==> config.mk <==
export PLATFORM = sky130hd
export DESIGN_NAME = multi_port_mem_bus_flat
export DESIGN_NICKNAME = d
export VERILOG_FILES = /design/src/rtl/multi_port_mem_bus_pkg.sv /design/src/rtl/multi_port_mem_bus_if.sv /design/src/rtl/multi_port_mem_bus_rr_arbiter.sv /design/src/rtl/multi_port_mem_bus.sv /design/src/flat_wrapper.sv
export SDC_FILE = /design/constraint.sdc
export NUM_CORES = 2
export LEC_CHECK = 0
export BUFFER_PORTS_ARGS = -buffer_cell sky130_fd_sc_hd__buf_2
export CAP_MARGIN = 15
export CORE_MARGIN = 2
export CORE_UTILIZATION = 28
export CTS_CLUSTER_DIAMETER = 150
export DETAILED_ROUTE_END_ITERATION = 6
export PLACE_DENSITY = 0.43
export SYNTH_ARGS = -nofsm -noshare
export SYNTH_HDL_FRONTEND = slang
export SYNTH_HIERARCHICAL = 1
export SYNTH_SLANG_ARGS = --single-unit
==> constraint.sdc <==
create_clock -name clk -period 4 [get_ports clk]
set_input_delay 0.4 -clock clk [delete_from_list [all_inputs] [get_ports clk]]
set_output_delay 0.4 -clock clk [all_outputs]
set_load 0.05 [all_outputs]
==> src/rtl/multi_port_mem_bus_pkg.sv <==
// Shared definitions for the multi-port memory bus: cache op codes,
// FSM state encodings, BUSY counter width and an op-decode helper.
package multi_port_mem_bus_pkg;

  // Cache-side op codes; 2'b11 is reserved and decodes as idle.
  localparam logic [1:0] IO_IDLE  = 2'd0;
  localparam logic [1:0] IO_READ  = 2'd1;
  localparam logic [1:0] IO_WRITE = 2'd2;

  // Controller FSM state encodings.
  localparam logic [1:0] ST_IDLE = 2'd0;
  localparam logic [1:0] ST_BUSY = 2'd1;
  localparam logic [1:0] ST_RESP = 2'd2;

  // Enough bits for a LATENCY of up to 15.
  localparam int unsigned CNT_W = 4;

  // True when the op code asks for an access.
  function automatic logic is_active_op(input logic [1:0] op);
    return (op == IO_READ) || (op == IO_WRITE);
  endfunction

endpackage

==> src/rtl/multi_port_mem_bus_if.sv <==
// Cache <-> memory bus interface.
//   master : cache side, drives per-port op/address/write data.
//   slave  : memory controller, drives shared read data, one-hot done
//            pulses and the write snoop broadcast.
interface multi_port_mem_bus_if #(
  parameter int unsigned NPORTS    = 2,
  parameter int unsigned ADDRWIDTH = 16,
  parameter int unsigned WORDWIDTH = 16
);
  localparam int unsigned PORTW = (NPORTS > 1) ? $clog2(NPORTS) : 1;

  logic [2*NPORTS-1:0]         rwFromCache;
  logic [NPORTS*ADDRWIDTH-1:0] addrFromCache;
  logic [NPORTS*WORDWIDTH-1:0] dataFromCache;
  logic [WORDWIDTH-1:0]        dataToCache;
  logic [NPORTS-1:0]           rdEnToCache;
  logic [NPORTS-1:0]           wbDoneToCache;
  logic                        busWrValid;
  logic [ADDRWIDTH-1:0]        busWrAddr;
  logic [PORTW-1:0]            busWrPort;

  modport master (
    output rwFromCache, addrFromCache, dataFromCache,
    input  dataToCache, rdEnToCache, wbDoneToCache,
    input  busWrValid, busWrAddr, busWrPort
  );

  modport slave (
    input  rwFromCache, addrFromCache, dataFromCache,
    output dataToCache, rdEnToCache, wbDoneToCache,
    output busWrValid, busWrAddr, busWrPort
  );

endinterface

==> src/rtl/multi_port_mem_bus_rr_arbiter.sv <==
// Combinational round-robin arbiter.
//   req_i           : per-port request vector
//   last_grant_i    : most recently granted port
//   grant_idx_c_o   : winning port, searched from last_grant_i+1 upward
//   grant_valid_c_o : at least one request present
module rr_arbiter #(
  parameter int unsigned NPORTS = 2,
  parameter int unsigned PW     = (NPORTS > 1) ? $clog2(NPORTS) : 1
) (
  input  logic [NPORTS-1:0] req_i,
  input  logic [PW-1:0]     last_grant_i,
  output logic [PW-1:0]     grant_idx_c_o,
  output logic              grant_valid_c_o
);

  logic [PW-1:0] idx;

  // First requester after last_grant_i wins; last_grant_i itself is checked last.
  always_comb begin
    grant_idx_c_o   = '0;
    grant_valid_c_o = 1'b0;
    idx             = '0;
    for (int unsigned i = 1; i <= NPORTS; i++) begin
      idx = PW'((32'(last_grant_i) + i) % NPORTS);
      if (!grant_valid_c_o && req_i[idx]) begin
        grant_valid_c_o = 1'b1;
        grant_idx_c_o   = idx;
      end
    end
  end

endmodule

==> src/rtl/multi_port_mem_bus.sv <==
// Multi-port memory controller: round-robin grants one cache port at a
// time, holds BUSY for LATENCY cycles, then reports completion for one
// RESP cycle (read data / write done + snoop broadcast).
//   clk   : clock, rising edge
//   reset : synchronous active-high reset
//   bus   : slave side of multi_port_mem_bus_if
module multi_port_mem_bus
  import multi_port_mem_bus_pkg::*;
#(
  parameter int unsigned NPORTS    = 2,
  parameter int unsigned ADDRWIDTH = 16,
  parameter int unsigned WORDWIDTH = 16,
  parameter int unsigned DEPTH     = 256,
  parameter int unsigned LATENCY   = 2
) (
  input logic                  clk,
  input logic                  reset,
  multi_port_mem_bus_if.slave  bus
);

  localparam int unsigned PW = (NPORTS > 1) ? $clog2(NPORTS) : 1;
  localparam int unsigned IW = (DEPTH > 1) ? $clog2(DEPTH) : 1;
  localparam logic [CNT_W-1:0] LAST_CNT = CNT_W'(LATENCY - 1);

  logic [1:0]           state_q, state_d;
  logic [CNT_W-1:0]     cnt_q, cnt_d;
  logic [PW-1:0]        last_grant_q, last_grant_d;
  logic                 is_wr_q, is_wr_d;
  logic [ADDRWIDTH-1:0] addr_q, addr_d;
  logic [WORDWIDTH-1:0] wdata_q, wdata_d;
  logic [PW-1:0]        port_q, port_d;
  logic [NPORTS-1:0]    rd_en_q, rd_en_d;
  logic [NPORTS-1:0]    wb_done_q, wb_done_d;
  logic [WORDWIDTH-1:0] rdata_q, rdata_d;
  logic                 bus_wr_valid_q, bus_wr_valid_d;
  logic [ADDRWIDTH-1:0] bus_wr_addr_q, bus_wr_addr_d;
  logic [PW-1:0]        bus_wr_port_q, bus_wr_port_d;
  logic                 mem_we_c;

  logic [NPORTS-1:0]    req_c;
  logic [PW-1:0]        grant_idx_c;
  logic                 grant_valid_c;

  logic [WORDWIDTH-1:0] mem [DEPTH];

  // Reserved op code 2'b11 never raises a request.
  always_comb begin
    req_c = '0;
    for (int unsigned p = 0; p < NPORTS; p++) begin
      req_c[p] = is_active_op(bus.rwFromCache[2*p +: 2]);
    end
  end

  rr_arbiter #(.NPORTS(NPORTS), .PW(PW)) u_arb (
    .req_i           (req_c),
    .last_grant_i    (last_grant_q),
    .grant_idx_c_o   (grant_idx_c),
    .grant_valid_c_o (grant_valid_c)
  );

  // Next-state and registered-output logic.
  always_comb begin
    state_d        = state_q;
    cnt_d          = cnt_q;
    last_grant_d   = last_grant_q;
    is_wr_d        = is_wr_q;
    addr_d         = addr_q;
    wdata_d        = wdata_q;
    port_d         = port_q;
    rd_en_d        = '0;
    wb_done_d      = '0;
    rdata_d        = rdata_q;
    bus_wr_valid_d = 1'b0;
    bus_wr_addr_d  = bus_wr_addr_q;
    bus_wr_port_d  = bus_wr_port_q;
    mem_we_c       = 1'b0;

    case (state_q)
      ST_IDLE: begin
        if (grant_valid_c) begin
          state_d      = ST_BUSY;
          cnt_d        = '0;
          last_grant_d = grant_idx_c;
          port_d       = grant_idx_c;
          is_wr_d      = (bus.rwFromCache[32'(grant_idx_c)*2 +: 2] == IO_WRITE);
          addr_d       = bus.addrFromCache[32'(grant_idx_c)*ADDRWIDTH +: ADDRWIDTH];
          wdata_d      = bus.dataFromCache[32'(grant_idx_c)*WORDWIDTH +: WORDWIDTH];
        end
      end
      ST_BUSY: begin
        if (cnt_q == LAST_CNT) begin
          state_d = ST_RESP;
          cnt_d   = '0;
          if (is_wr_q) begin
            mem_we_c       = 1'b1;
            wb_done_d      = NPORTS'(1) << port_q;
            bus_wr_valid_d = 1'b1;
            bus_wr_addr_d  = addr_q;
            bus_wr_port_d  = port_q;
          end else begin
            rd_en_d = NPORTS'(1) << port_q;
            rdata_d = mem[addr_q[IW-1:0]];
          end
        end else begin
          cnt_d = cnt_q + CNT_W'(1);
        end
      end
      ST_RESP: begin
        state_d = ST_IDLE;
      end
      default: begin
        state_d = ST_IDLE;
      end
    endcase
  end

  // State and output registers.
  always_ff @(posedge clk) begin
    if (reset) begin
      state_q        <= ST_IDLE;
      cnt_q          <= '0;
      last_grant_q   <= PW'(NPORTS - 1);
      is_wr_q        <= 1'b0;
      addr_q         <= '0;
      wdata_q        <= '0;
      port_q         <= '0;
      rd_en_q        <= '0;
      wb_done_q      <= '0;
      rdata_q        <= '0;
      bus_wr_valid_q <= 1'b0;
      bus_wr_addr_q  <= '0;
      bus_wr_port_q  <= '0;
    end else begin
      state_q        <= state_d;
      cnt_q          <= cnt_d;
      last_grant_q   <= last_grant_d;
      is_wr_q        <= is_wr_d;
      addr_q         <= addr_d;
      wdata_q        <= wdata_d;
      port_q         <= port_d;
      rd_en_q        <= rd_en_d;
      wb_done_q      <= wb_done_d;
      rdata_q        <= rdata_d;
      bus_wr_valid_q <= bus_wr_valid_d;
      bus_wr_addr_q  <= bus_wr_addr_d;
      bus_wr_port_q  <= bus_wr_port_d;
    end
  end

  // Memory array is not reset; a reset on the commit edge cancels the write.
  always_ff @(posedge clk) begin
    if (mem_we_c && !reset) begin
      mem[addr_q[IW-1:0]] <= wdata_q;
    end
  end

  assign bus.dataToCache   = rdata_q;
  assign bus.rdEnToCache   = rd_en_q;
  assign bus.wbDoneToCache = wb_done_q;
  assign bus.busWrValid    = bus_wr_valid_q;
  assign bus.busWrAddr     = bus_wr_addr_q;
  assign bus.busWrPort     = bus_wr_port_q;

endmodule

==> src/flat_wrapper.sv <==
// flat-port wrapper written by rule: the top's interface ports become plain ports
module multi_port_mem_bus_flat import multi_port_mem_bus_pkg::*;
#(
  parameter int unsigned NPORTS    = 2,
  parameter int unsigned ADDRWIDTH = 16,
  parameter int unsigned WORDWIDTH = 16,
  parameter int unsigned DEPTH     = 256,
  parameter int unsigned LATENCY   = 2
)
  (clk, reset, bus_rwFromCache, bus_addrFromCache, bus_dataFromCache, bus_dataToCache, bus_rdEnToCache, bus_wbDoneToCache, bus_busWrValid, bus_busWrAddr, bus_busWrPort);
  multi_port_mem_bus_if #(.NPORTS(NPORTS), .ADDRWIDTH(ADDRWIDTH), .WORDWIDTH(WORDWIDTH)) bus_i ();
  input logic clk;
  input logic reset;
  input wire logic [$bits(bus_i.rwFromCache)-1:0] bus_rwFromCache;
  input wire logic [$bits(bus_i.addrFromCache)-1:0] bus_addrFromCache;
  input wire logic [$bits(bus_i.dataFromCache)-1:0] bus_dataFromCache;
  output wire logic [$bits(bus_i.dataToCache)-1:0] bus_dataToCache;
  output wire logic [$bits(bus_i.rdEnToCache)-1:0] bus_rdEnToCache;
  output wire logic [$bits(bus_i.wbDoneToCache)-1:0] bus_wbDoneToCache;
  output wire logic [$bits(bus_i.busWrValid)-1:0] bus_busWrValid;
  output wire logic [$bits(bus_i.busWrAddr)-1:0] bus_busWrAddr;
  output wire logic [$bits(bus_i.busWrPort)-1:0] bus_busWrPort;
  assign bus_i.rwFromCache = bus_rwFromCache;
  assign bus_i.addrFromCache = bus_addrFromCache;
  assign bus_i.dataFromCache = bus_dataFromCache;
  assign bus_dataToCache = bus_i.dataToCache;
  assign bus_rdEnToCache = bus_i.rdEnToCache;
  assign bus_wbDoneToCache = bus_i.wbDoneToCache;
  assign bus_busWrValid = bus_i.busWrValid;
  assign bus_busWrAddr = bus_i.busWrAddr;
  assign bus_busWrPort = bus_i.busWrPort;
  multi_port_mem_bus #(.NPORTS(NPORTS), .ADDRWIDTH(ADDRWIDTH), .WORDWIDTH(WORDWIDTH), .DEPTH(DEPTH), .LATENCY(LATENCY)) u_core (.clk(clk), .reset(reset), .bus(bus_i));
endmodule
Yosys cells after proc, flatten, opt, wreduce, memory -nomap -nowiden --
Memories as Yosys holds them, arrays and structs flattened. A register that Yosys moved wholly into a read port is not among the register bits. Cells that the tools add are included. Widths: inputs -> output; s select.
Operators by class: bitwise gates (word level) 3, order comparisons 2, reductions and logical operators 15, equal/unequal tests 9, muxes and demuxes 19, shift operators 4, add/sub/neg operators 3
Operators by type and width (number):
- $shiftx 32x6->16 | 2
- $mux 1 | 13
- $mux 4 | 2
- $pmux 4 s2 | 1
- $reduce_or 4->1 | 2
- $eq 2x1->1 const B | 3
- $eq 2x2->1 const B | 3
- $reduce_and 2->1 | 3
- $reduce_and 3->1 | 2
- $add 4x1->4 const B | 1
- $eq 4x1->1 const B | 1
- $lt 1x2->1 const B | 2
- $mux 2 | 2
- $ne 2x1->1 const B | 2
- $pmux 2 s2 | 1
- $shiftx 4x3->2 | 1
- $not 1->1 | 3
- $add 1x1->1 const B | 2
- $logic_and 1x1->1 | 2
- $logic_not 1->1 | 2
- $logic_not 2->1 | 1
- $logic_or 1x1->1 | 2
- $reduce_bool 2->1 | 1
- $shl 1x1->2 const A | 1
Word-level totals: input bits 70, logic and storage cells 68, memories kept 1, flip-flop bits (word level) 63, bits in writable memories 4096
Memory list:
- u_core.mem | depth 256, bits a word 16, rd ports 1, clocked after Yosys merged registers in 1, wr ports 1, RTL line multi_port_mem_bus.sv:44 | logic [WORDWIDTH-1:0] mem [DEPTH];

Depth between registers and ports, before layout --
depth after elaboration 10, gate-level depth with buffers 13, gate-level depth less buffers 9

Modules after synthesis --
The synthesis kept the hierarchy.
Modules (own cells, without submodules):
- multi_port_mem_bus | sequential area each 124579.5 sq um, instances 1, cells each 7498, area each 161212.1 sq um
- rr_arbiter | sequential area each 0.0 sq um, instances 1, cells each 2, area each 13.8 sq um

Worst setup path before layout --
No wires, ideal clock.
path kind register -> register, from register u_core.wdata_q[0], to memory u_core.mem[0][0] (data pin), slack -253 ps, arrival time 3398 ps, library setup time 856 ps, cell stages (with the launch flop) 1, clock period less this slack 4253 ps, cells stage by stage dfxtp_1
RTL lines:
- from (decl) | RTL line multi_port_mem_bus.sv:30 | logic [WORDWIDTH-1:0] wdata_q, wdata_d;
- from (signal assigned) | RTL line multi_port_mem_bus.sv:139 | wdata_q <= wdata_d;
- to (decl) | RTL line multi_port_mem_bus.sv:44
No word-level cell before the write port.

==> impl_metrics.toml <==
[synth]
synth_nets = 7572
synthesis.instances = 7500
ys_types = 82
yosysMostFrequentCell = "sky130_fd_sc_hd__edfxtp_1"
synth.yosys.seq_area_share_pct = 77.3
synth-warning-count = 6
edff_count_synth = 4096
netlist_area_um2 = 161000
post_synth_main_area_contributors = "sky130_fd_sc_hd__edfxtp_1 76%, sky130_fd_sc_hd__mux4_2 13%, sky130_fd_sc_hd__mux2i_1 2.8%"
yosys.area.top_type_share_pct = 76.3
syn_area_per_cell_um2 = 21.5
synth-async-reset-ratio_pct = 0
ffs_latches_synth = 4175
yosys-top-cells-count = "4096 x sky130_fd_sc_hd__edfxtp_1, 918 x sky130_fd_sc_hd__mux4_2, 445 x sky130_fd_sc_hd__mux2i_1, 391 x sky130_fd_sc_hd__nor2_1, 179 x sky130_fd_sc_hd__nand2_1"
synth-main-ff-cell = "sky130_fd_sc_hd__edfxtp_1"
synth_largest_area_cell = "sky130_fd_sc_hd__edfxtp_1"

[sta]
max_slew_margin_pct = 6.89
report.final.setup_viol = 0
finClkSkew_ps = 76.2
timing.final.crit_share_pct = 99.8
timing_hold_violations_final = 0
final.min_clock_period_ps = 3990
report.final.slew_viol_count = 0
transition_at_the_pin_with_the_smallest_max_transition_slack_ps = 1400
max_clock_freq_mhz = 251
setup_repair_after_global_routing_missed_its_margin = "no"

[run]
max_cap_violations = 0

[clock_network]
cts_sinks = 4175
clockRootBuffer = "sky130_fd_sc_hd__clkbuf_16"
clk_pin_slew_worst_paths_ps = 60
cts_tree = "built"
clk_path_buf_depth = 4
cts-htree-levels = 5
clk_latency_ps = 1100
numCtsBuffers = 443

[die]
die_w_um = 763
floorplan.rows = 278
die_height_um = 763
initial_util_pct = 28.1
num_io_pins = 108
core_region_area_um2 = 573000
floorplan.die_area_um2 = 582000

[worst_setup_path]
critical_path_destination = "u_core/bus.dataToCache[4]"
crit_path_start_kind = "register"
r2r.worst_path.cells = 7
rr_startpoint = "u_core/addr_q[5]"
critical_path.reg2reg.endpoint = "u_core/bus.dataToCache[4]"
crit_path_end_kind = "register"
crit_path_max_fanout = 21
worstSetupStartpoint = "u_core/addr_q[5]"
critPathKind = "reg -> reg"
flop2flop_setup_slack_ps = 10
worstPathArrival_ps = 4940
timing.critical_path.required_ps = 4950

[final_layout]
final_stage_net_count = 8548
post-route-cell-area_um2 = 192000
area_growth_pct = 19.1
layout-drive-gt1-share_pct = 31.3
fill_cells = 54000

[power]
power_leakage_nw = 60.6
ir_drop_mv = 0.411
power.total_mw = 105
p_per_area_nw_per_um2 = 547

[drt]
post-route-drc-count = 0
avgViaCountPerCell = 5.03
number_of_search_and_repair_iterations_in_the_first_detailed_routing_pass = 5
detail_route.iter0.violations = 9847
total_number_of_vias = 82600
route.antenna.remaining_nets = 0
drt-wirelength-per-cell_um = 32.3
drt-total-wl_um = 531000

[grt]
grt_use_total_pct = 17.8
grt_first_pass_wirelength_um = 720000
grt_start_max_net_pins = 146
first_global_vias = 83200
total_overflow_reported_by_the_global_router = 0
antenna_violations_before_repair = 40

[run_status]
status = "finished clean"

[placement]
io_port_bufs = 107
gp_congestion = 0.845
post_place_instance_area_um2 = 177000
dp.final_hpwl_um = 338000

[hold_path]
min-delay-path-class = "in -> reg"
repair_timing:
| item | in CTS | in global routing |
|---|---|---|
| endpoints found under the hold margin | 35 | 0 |
| resized for setup | 11 | 2 |
| setup buffers | 7 | 0 |
| hold buffers | 62 | 0 |
| endpoints found under the setup margin | 5 | 2 |
final cells by class:
cell class	count	area, µm²	area share (%)
clock inverters	283	2810	1.46
flip-flops and latches	4175	125000	64.9
repair buffers	980	8940	4.66
clock buffers	539	11500	6.01
diodes	8	20.0	0.0104
inverters	10	52.6	0.0274
well taps	7560	9460	4.93
multi-input cells	2866	34600	18.0
per-stage QoR:
step                      hold WS (ps)  TNS, ps  worst slack [ps]  util, %  instances
after floorplan                    430        0               808        -       7500
after global placement             455    -2420              -815     30.9      15500
after detailed placement           462    -2100              -804     30.9      15500
after CTS                         2.62        0              9.54     33.5      16400
after global routing              38.1        0              35.0     33.5      16400
final                             42.9        0              9.89     33.5      16400
kinds of logic (layout without fill, tap and decap cells):
family	count (synthesis)	count (layout)	share of synthesized area, %
AO/OA/AOI/OAI	654	654	2.85
XOR/XNOR	2	2	0.0109
adder cells (fa/ha/maj)	2	2	0.0155
buffers and inverters	459	1812	1.70
flip-flops	4175	4175	77.3
multiplexers	1409	1409	15.9
other	0	8	0
AND/OR/NAND/NOR	799	799	2.23
state kept, by name, indices dropped and copies added (netlist names):
name	count
u_core/state_q	2
u_core/is_wr_q	1
u_core/port_q	1
u_core/cnt_q	4
u_core/bus.busWrPort	1
u_core/bus.wbDoneToCache	2
u_core/wdata_q	16
u_core/bus.busWrAddr	16
u_core/mem	4096
u_core/bus.busWrValid	1
u_core/last_grant_q	1
u_core/addr_q	16
u_core/bus.rdEnToCache	2
u_core/bus.dataToCache	16
where the power goes:
| group | leakage [nW] | total [mW] | switching [mW] | internal, mW |
|---|---|---|---|---|
| Sequential | 38.2 | 50.2 | 0.685 | 49.5 |
| Combinational | 15.4 | 14.0 | 9.10 | 4.94 |
| Clock | 6.98 | 40.9 | 17.6 | 23.3 |
| Total | 60.6 | 105 | 27.4 | 77.7 |
worst min path at each step:
stage                         startpoint                     endpoint  slack, ps  cells after the start
floorplan                  u_core/port_q  u_core/bus.wbDoneToCache[0]        430                      1
global placement         u_core/cnt_q[3]              u_core/cnt_q[3]        460                      2
detailed placement         u_core/port_q  u_core/bus.wbDoneToCache[0]        460                      1
CTS                 bus_addrFromCache[1]             u_core/addr_q[1]          3                      4
global route        bus_addrFromCache[1]             u_core/addr_q[1]         40                      4
finish              bus_addrFromCache[1]             u_core/addr_q[1]         40                      4
per-layer routing:
| metal | vias to the layer above | routed length, µm | global-route usage (%) |
|---|---|---|---|
| li1 | 33500 | - | - |
| met1 | 45700 | 235000 | 25.2 |
| met2 | 2848 | 249000 | 28.5 |
| met3 | 546 | 32900 | 3.00 |
| met4 | 8 | 13600 | 4.39 |
| met5 | - | 50 | 0 |
worst max-delay path: stages, from the launching register on:
cell and delay [ps]:
sky130_fd_sc_hd__dfxtp_4 600, sky130_fd_sc_hd__buf_12 230, sky130_fd_sc_hd__and2_2 810, sky130_fd_sc_hd__buf_4 490, sky130_fd_sc_hd__a32oi_1 380, sky130_fd_sc_hd__a311oi_1 750
sky130_fd_sc_hd__a311o_2 430, sky130_fd_sc_hd__a21oi_1 120
cell usage in the layout (no fill, tap or decap), types with 26 or more instances in the layout:
cell type | Yosys | layout
sky130_fd_sc_hd__clkinv_2 | 0 | 82
sky130_fd_sc_hd__clkbuf_1 | 133 | 89
sky130_fd_sc_hd__dfxtp_1 | 79 | 55
sky130_fd_sc_hd__a211oi_1 | 52 | 48
sky130_fd_sc_hd__and3_1 | 34 | 34
sky130_fd_sc_hd__clkinv_1 | 1 | 110
sky130_fd_sc_hd__mux2i_1 | 445 | 444
sky130_fd_sc_hd__o22ai_1 | 129 | 129
sky130_fd_sc_hd__a22oi_1 | 91 | 91
sky130_fd_sc_hd__o211ai_1 | 26 | 26
sky130_fd_sc_hd__bufinv_16 | 0 | 42
sky130_fd_sc_hd__clkbuf_16 | 0 | 446
sky130_fd_sc_hd__a31oi_1 | 33 | 33
sky130_fd_sc_hd__buf_12 | 1 | 132
sky130_fd_sc_hd__buf_2 | 148 | 107
sky130_fd_sc_hd__nand2_1 | 179 | 163
sky130_fd_sc_hd__edfxtp_1 | 4096 | 4096
sky130_fd_sc_hd__mux4_2 | 918 | 918
sky130_fd_sc_hd__buf_4 | 68 | 676
sky130_fd_sc_hd__nand3_1 | 58 | 58
sky130_fd_sc_hd__o21ai_0 | 86 | 83
sky130_fd_sc_hd__mux2_2 | 44 | 44
sky130_fd_sc_hd__a21oi_1 | 58 | 58
sky130_fd_sc_hd__nor2_2 | 0 | 178
sky130_fd_sc_hd__dlygate4sd3_1 | 0 | 62
sky130_fd_sc_hd__nor2_1 | 391 | 212
Note: power is estimated with default switching activity, not from simulation.
